<file path="src/rtl/vae_pkg.sv">
// Shared types, constants and helpers for the VAE reparameterization sampler.
// Holds the exp() std table generator, LFSR polynomial, FSM states and saturation.
package vae_pkg;

    localparam int LFSR_W = 24;
    // Right-shifting Galois mask for x^24 + x^23 + x^22 + x^17 + 1.
    localparam logic [LFSR_W-1:0] LFSR_POLY = 24'hE10000;

    localparam int STD_W = 10;
    localparam int LUT_N = 64;

    typedef logic [LUT_N-1:0][STD_W-1:0] std_lut_t;

    typedef enum logic [1:0] {
        IDLE,
        RUN,
        DRAIN,
        DONE
    } state_t;

    // Entry idx holds round(exp((idx-32)/16) * 2^frac). Evaluated only at elaboration:
    // a Taylor series in Q40 fixed point, accurate far below the final rounding step.
    function automatic std_lut_t build_std_lut(input int frac);
        std_lut_t lut;
        longint   acc;
        longint   term;
        longint   x_num;
        lut = '0;
        for (int idx = 0; idx < LUT_N; idx++) begin
            x_num = longint'(idx) - 64'sd32;
            term  = 64'sd1 <<< 40;
            acc   = term;
            for (longint n = 1; n < 40; n++) begin
                term = (term * x_num) / (64'sd16 * n);
                acc  = acc + term;
            end
            acc = (acc + (64'sd1 <<< (39 - frac))) >>> (40 - frac);
            lut[idx] = STD_W'(acc);
        end
        return lut;
    endfunction

    function automatic longint sat(input longint v, input int w);
        longint hi;
        longint lo;
        hi = (64'sd1 <<< (w - 1)) - 64'sd1;
        lo = -(64'sd1 <<< (w - 1));
        if (v > hi) return hi;
        if (v < lo) return lo;
        return v;
    endfunction

endpackage

</file>
<file path="src/rtl/vae_reparam_sampler_gauss_lfsr.sv">
// Approximate Gaussian noise source: 24-bit Galois LFSR whose four 6-bit fields
// are summed as signed values; the output is forced to zero when not advancing.
module gauss_lfsr
    import vae_pkg::*;
#(
    parameter logic [LFSR_W-1:0] seed = 24'hACE1
) (
    input  logic              clk,
    input  logic              rst_n,
    input  logic              adv,
    output logic signed [7:0] eps
);

    localparam logic [LFSR_W-1:0] SEED_NZ = (seed == '0) ? LFSR_W'(1) : seed;

    logic [LFSR_W-1:0] state;
    logic [7:0]        sum;

    always_ff @(posedge clk or negedge rst_n) begin
        if (!rst_n) begin
            state <= SEED_NZ;
        end else if (adv) begin
            state <= (state >> 1) ^ (state[0] ? LFSR_POLY : '0);
        end
    end

    // NOTE: every combinational output gets a default before any branch, so no latch is inferred.
    always_comb begin
        sum = '0;
        for (int f = 0; f < 4; f++) begin
            sum = sum + {{2{state[6*f+5]}}, state[6*f +: 6]};
        end
        eps = adv ? $signed(sum) : 8'sd0;
    end

endmodule

</file>
<file path="src/rtl/vae_reparam_sampler.sv">
// Reparameterization stage: snapshots mu/logvar on a start edge, then produces
// z[k] = sat(mu + exp(logvar/2) * eps) one element per cycle through a 2-stage pipe.
module vae_reparam_sampler
    import vae_pkg::*;
#(
    parameter int                latent_number = 10,
    parameter int                width         = 11,
    parameter int                frac          = 6,
    parameter logic [LFSR_W-1:0] seed          = 24'hACE1
) (
    input  logic                    clk,
    input  logic                    rst_n,
    input  logic                    start,
    input  logic                    noise_en,
    input  logic signed [width-1:0] mu     [0:latent_number-1],
    input  logic signed [width-1:0] logvar [0:latent_number-1],
    output logic signed [width-1:0] z      [0:latent_number-1],
    output logic                    busy,
    output logic                    done
);

    localparam int       IDX_W   = (latent_number > 1) ? $clog2(latent_number) : 1;
    localparam int       T_W     = width + 9;
    localparam std_lut_t STD_LUT = build_std_lut(frac);

    state_t state;
    state_t next_state;
    logic   start_q;
    logic   trigger;
    logic   issue;
    logic   last_issue;

    logic [IDX_W-1:0]        k;
    logic signed [width-1:0] mu_s [0:latent_number-1];
    logic signed [width-1:0] lv_s [0:latent_number-1];

    logic signed [width-1:0] lv_shift;
    logic [5:0]              lut_idx;
    logic signed [7:0]       eps;

    logic                    s2_valid;
    logic [IDX_W-1:0]        s2_idx;
    logic [STD_W-1:0]        s2_std;
    logic signed [7:0]       s2_eps;
    logic signed [width-1:0] s2_mu;

    logic signed [18:0]      prod;
    logic signed [T_W-1:0]   t_sum;
    logic signed [width-1:0] z_val;

    assign trigger    = start & ~start_q & (state == IDLE);
    assign issue      = (state == RUN);
    assign last_issue = issue && (k == IDX_W'(latent_number - 1));

    always_comb begin
        next_state = state;
        case (state)
            IDLE:    if (trigger) next_state = RUN;
            RUN:     if (last_issue) next_state = DRAIN;
            DRAIN:   if (!s2_valid) next_state = DONE;
            DONE:    next_state = IDLE;
            default: next_state = IDLE;
        endcase
    end

    // NOTE: all clocked state uses non-blocking assignment so every flop samples pre-edge values.
    always_ff @(posedge clk or negedge rst_n) begin
        if (!rst_n) begin
            state    <= IDLE;
            start_q  <= 1'b0;
            busy     <= 1'b0;
            done     <= 1'b0;
            k        <= '0;
            s2_valid <= 1'b0;
            s2_idx   <= '0;
        end else begin
            state    <= next_state;
            start_q  <= start;
            busy     <= (next_state != IDLE);
            done     <= (next_state == DONE);
            s2_valid <= issue;
            s2_idx   <= k;
            if (trigger || last_issue) begin
                k <= '0;
            end else if (issue) begin
                k <= k + IDX_W'(1);
            end
        end
    end

    // NOTE: snapshot and pipeline data registers carry no reset; they are always written before use.
    always_ff @(posedge clk) begin
        if (trigger) begin
            mu_s <= mu;
            lv_s <= logvar;
        end
        s2_std <= STD_LUT[lut_idx];
        s2_eps <= eps;
        s2_mu  <= mu_s[k];
    end

    always_comb begin
        lv_shift = lv_s[k] >>> (frac - 3);
        if (lv_shift < -32) begin
            lut_idx = 6'd0;
        end else if (lv_shift > 31) begin
            lut_idx = 6'd63;
        end else begin
            lut_idx = 6'(lv_shift + 32);
        end
    end

    gauss_lfsr #(
        .seed (seed)
    ) u_lfsr (
        .clk   (clk),
        .rst_n (rst_n),
        .adv   (issue & noise_en),
        .eps   (eps)
    );

    // The shift by 5 drops eps's fractional bits, leaving std's frac scaling.
    always_comb begin
        prod  = 19'($signed({1'b0, s2_std})) * 19'(s2_eps);
        t_sum = T_W'(prod >>> 5) + T_W'(s2_mu);
        z_val = width'(sat(longint'(t_sum), width));
    end

    always_ff @(posedge clk or negedge rst_n) begin
        if (!rst_n) begin
            for (int j = 0; j < latent_number; j++) begin
                z[j] <= '0;
            end
        end else if (s2_valid) begin
            z[s2_idx] <= z_val;
        end
    end

endmodule

</file>
<file path="config.mk">
export PLATFORM = sky130hd
export DESIGN_NAME = vae_reparam_sampler
export DESIGN_NICKNAME = d
export VERILOG_FILES = /design/src/rtl/vae_pkg.sv /design/src/rtl/vae_reparam_sampler_gauss_lfsr.sv /design/src/rtl/vae_reparam_sampler.sv
export SDC_FILE = /design/constraint.sdc
export NUM_CORES = 1
export LEC_CHECK = 0
export CELL_PAD_IN_SITES_DETAIL_PLACEMENT = 1
export CELL_PAD_IN_SITES_GLOBAL_PLACEMENT = 2
export CORE_UTILIZATION = 47
export CTS_BUF_LIST = sky130_fd_sc_hd__clkbuf_8
export DETAILED_ROUTE_END_ITERATION = 10
export DONT_BUFFER_PORTS = 1
export PLACE_DENSITY = 0.9
export REMOVE_ABC_BUFFERS = 1
export SYNTH_ARGS = -nofsm -noshare
export SYNTH_HDL_FRONTEND = slang
export SYNTH_SLANG_ARGS = --single-unit
</file>
<file path="constraint.sdc">
create_clock -name clk -period 17 [get_ports clk]
set_input_delay 3.4 -clock clk [delete_from_list [all_inputs] [get_ports clk]]
set_output_delay 3.4 -clock clk [all_outputs]
set_load 0.01 [all_outputs]
</file>
==> flow_summary.ini <==
[cts]
postCtsSetupBuffers = 0
clk_pin_slew_ps = 60
tritoncts = yes
post_cts_resized = 0
cts_sinks = 366
clk-insertion-delay-late_ps = 670
cts_hold_buf = 0
cts_max_level = 2
clk_path_buf_depth = 3
clockRootBuffer = clkbuf_8
cts_buffers = 59

[synthesis]
yosys.area.top_type_share_pct = 31.20
synth_edf_count = 190
synthDistinctLibCells = 82
netlist_instances = 1503
ys_seq_elements = 366
async_flop_share_pct = 40.44
yosysSeqAreaShare_pct = 54.57
synthFlopType = edfxtp_1
syn_avg_cell_area_um2 = 12.17
syn-cell-area_mm2 = 0.01829
synth.area.top_cells = edfxtp_1 (31%), dfrtp_1 (19%), ha_1 (5.7%)
netlist.top_cell.by_area = edfxtp_1
ys.warnings.count = 0

[grt]
grt_pass1_wl_um = 72410
grt_pass1_vias = 12820
antenna_found_initial = 8
grt_overflow_total = 0
grt_max_degree = 149
track_usage_pct = 23.92

[timing]
slew_headroom_pct = 25.91
worst_pin_slew_ps = 1111
fin_crit_sh_pct = 45.44
max_freq_mhz = 129.5
setup_viol = 0
fin_skew_ps = 59.02
maxSlewViolCount = 0
whs_ps = 474.9
layout_min_cycle_time_ps = 7725
final_hold_viol_count = 0
tns_ps = 0
setup_ws_ps = 9275
rsz0062_at_grt = no

[worst_setup_path]
rr_startpoint = s2_eps[7]
cp-end-kind = flip-flop
crit_path_start_kind = flip-flop
cp_max_fo = 100
cp.arrival_ps = 8280
regToRegSetupSlack_ps = 9280
cp.required_ps = 17560
critPathKind = reg -> reg
timing.rr.end = z[106]
r2r_cells = 24

[place]
port-buffer-count = 0
dp_hpwl_um = 32410
post-place-ws_ps = 9237
gp_congestion = 0.8685

[pwr]
p_total_mw = 4.857
power_density_mw_per_mm2 = 243.1
peakVddDrop_mv = 0.2174
p_leak_nw = 8.120

[drt]
wire_per_inst_um = 22.37
totalWireLength_um = 46440
viasPerCell = 5.777
antenna_left = 0
first_pass_iters = 5
wl_met3_um = 3594
via_count = 11990
dr.max_layer_used = met5
wl_met1_um = 19340
drc_errors = 0
wl_met2_um = 22270
drt_iter0_drc = 561

[floorplan]
design.die.area_mm2 = 0.03970
core_mm2 = 0.03793
pin_count = 336
die_x_um = 199.3
die_h_um = 199.3
start_util_pct = 48.21
rows = 71

[final_layout]
final_layout_size_suffix_gt1_share_pct = 11.99
final_nets = 1870
syn2layout_area_growth_pct = 9.257
final_core_util_pct = 52.67

[outcome]
outcome = completed

[worst_hold_path]
whs_path_depth = 2
min_from = u_lfsr.state[19]
hold_end = u_lfsr.state[19]
hold_class = reg -> reg

[job]
max-cap-violations = 0
-- cells in the final DEF (no fill, tap or decap), types with 21 or more instances in the layout --
cell type,n
a21oi_1,58
a31oi_1,104
and2_1,49
clkbuf_8,67
dfrtp_1,139
dfxtp_1,28
edfxtp_1,190
fa_1,52
ha_1,84
inv_1,105
mux2i_1,49
mux4_2,25
nand2_1,62
nor2_1,184
nor3_1,31
o21ai_0,46
xnor2_1,21
-- how the worst max path moves through the flow --
| stage | startpoint | to | slack, ps |
|---|---|---|---|
| finish | s2_eps[7] | z[106] | 9280 |
| global route | s2_eps[7] | z[24] | 8710 |
| CTS | s2_eps[7] | z[106] | 9240 |
| detailed placement | s2_eps[7] | z[106] | 9240 |
| global placement | s2_eps[7] | z[104] | 9440 |
| floorplan | s2_eps[7] | z[108] | 3670 |
-- cell type report --
type / count / area (um2)
clock buffers: 67 / 922.1
inverters: 86 / 327.8
clock inverters: 44 / 287.8
diodes: 5 / 12.51
well taps: 511 / 639.4
repair buffers: 19 / 142.6
flip-flops and latches: 366 / 9983
multi-input cells: 978 / 7665
fillers: 3844 / 17950
-- cell usage after synthesis, types with 11 or more instances --
master and number:
edfxtp_1 190, nor2_1 185, dfrtp_1 140, a31oi_1 104, ha_1 84, inv_1 84, nand2_1 62, a21oi_1 58
fa_1 52, and2_1 49, mux2i_1 49, o21ai_0 46, clkbuf_1 37, nor3_1 35, dfxtp_1 28, buf_2 27
mux4_2 25, xnor2_1 21, mux2_2 17, nand2b_1 15, a21o_1 12, a211oi_1 11, nand3_1 11, o21a_1 11
-- per-layer routing --
layer	up-vias	GRT usage, %
met5	-	0
met4	4	8.433
met3	89	6.582
met2	402	39.14
met1	6026	30.44
li1	5472	-
-- cells by family after synthesis --
kind of cell    synth area share [%]
buf+inv                        3.715
xor+xnor                       1.485
mux                            6.808
simple gates                   10.28
flops                          54.57
compound gates                 11.70
fa+ha+maj                      11.44
-- through the flow --
stage          cell area, um2  instances
2_1_floorplan           17930       1430
3_5_place_dp            18760       1960
3_3_place_gp            18760       1960
6_report                19980       2076
5_1_grt                 19970       2073
4_1_cts                 19970       2071
-- registers in the layout, summed over array words and instances (netlist names) --
name and cells:
s2_valid 1, s2_idx 4, mu_s 110, lv_s 80, state 2, busy 1, start_q 1, s2_eps 8
z 110, u_lfsr.state 24, s2_mu 11, k 4, s2_std 9, done 1
-- report_power, final --
part / leakage, nW / total (mW) / internal, mW / switching (mW)
clock network: 0.695 / 0.770 / 0.409 / 0.360
logic: 3.79 / 2.61 / 0.933 / 1.68
registers: 3.64 / 1.47 / 1.20 / 0.274
total: 8.12 / 4.86 / 2.54 / 2.31
-- critical path: stages, from the launching register on --
cell and delay (ps):
dfxtp_1 490, clkinv_1 370, nor2_1 270, fa_1 460
fa_1 540, fa_1 550, inv_1 50, fa_1 530
inv_1 40, ha_1 330, a21boi_0 160, o21a_1 210
o31a_1 280, a211oi_1 280, xnor2_1 160, ha_1 420
nand3_1 100, nand2_1 100, a31o_2 160, a31oi_1 60
o21a_1 210, nor2_1 810, o41ai_2 200, buf_4 440
a31oi_1 350
(Power assumes the default switching activity.)
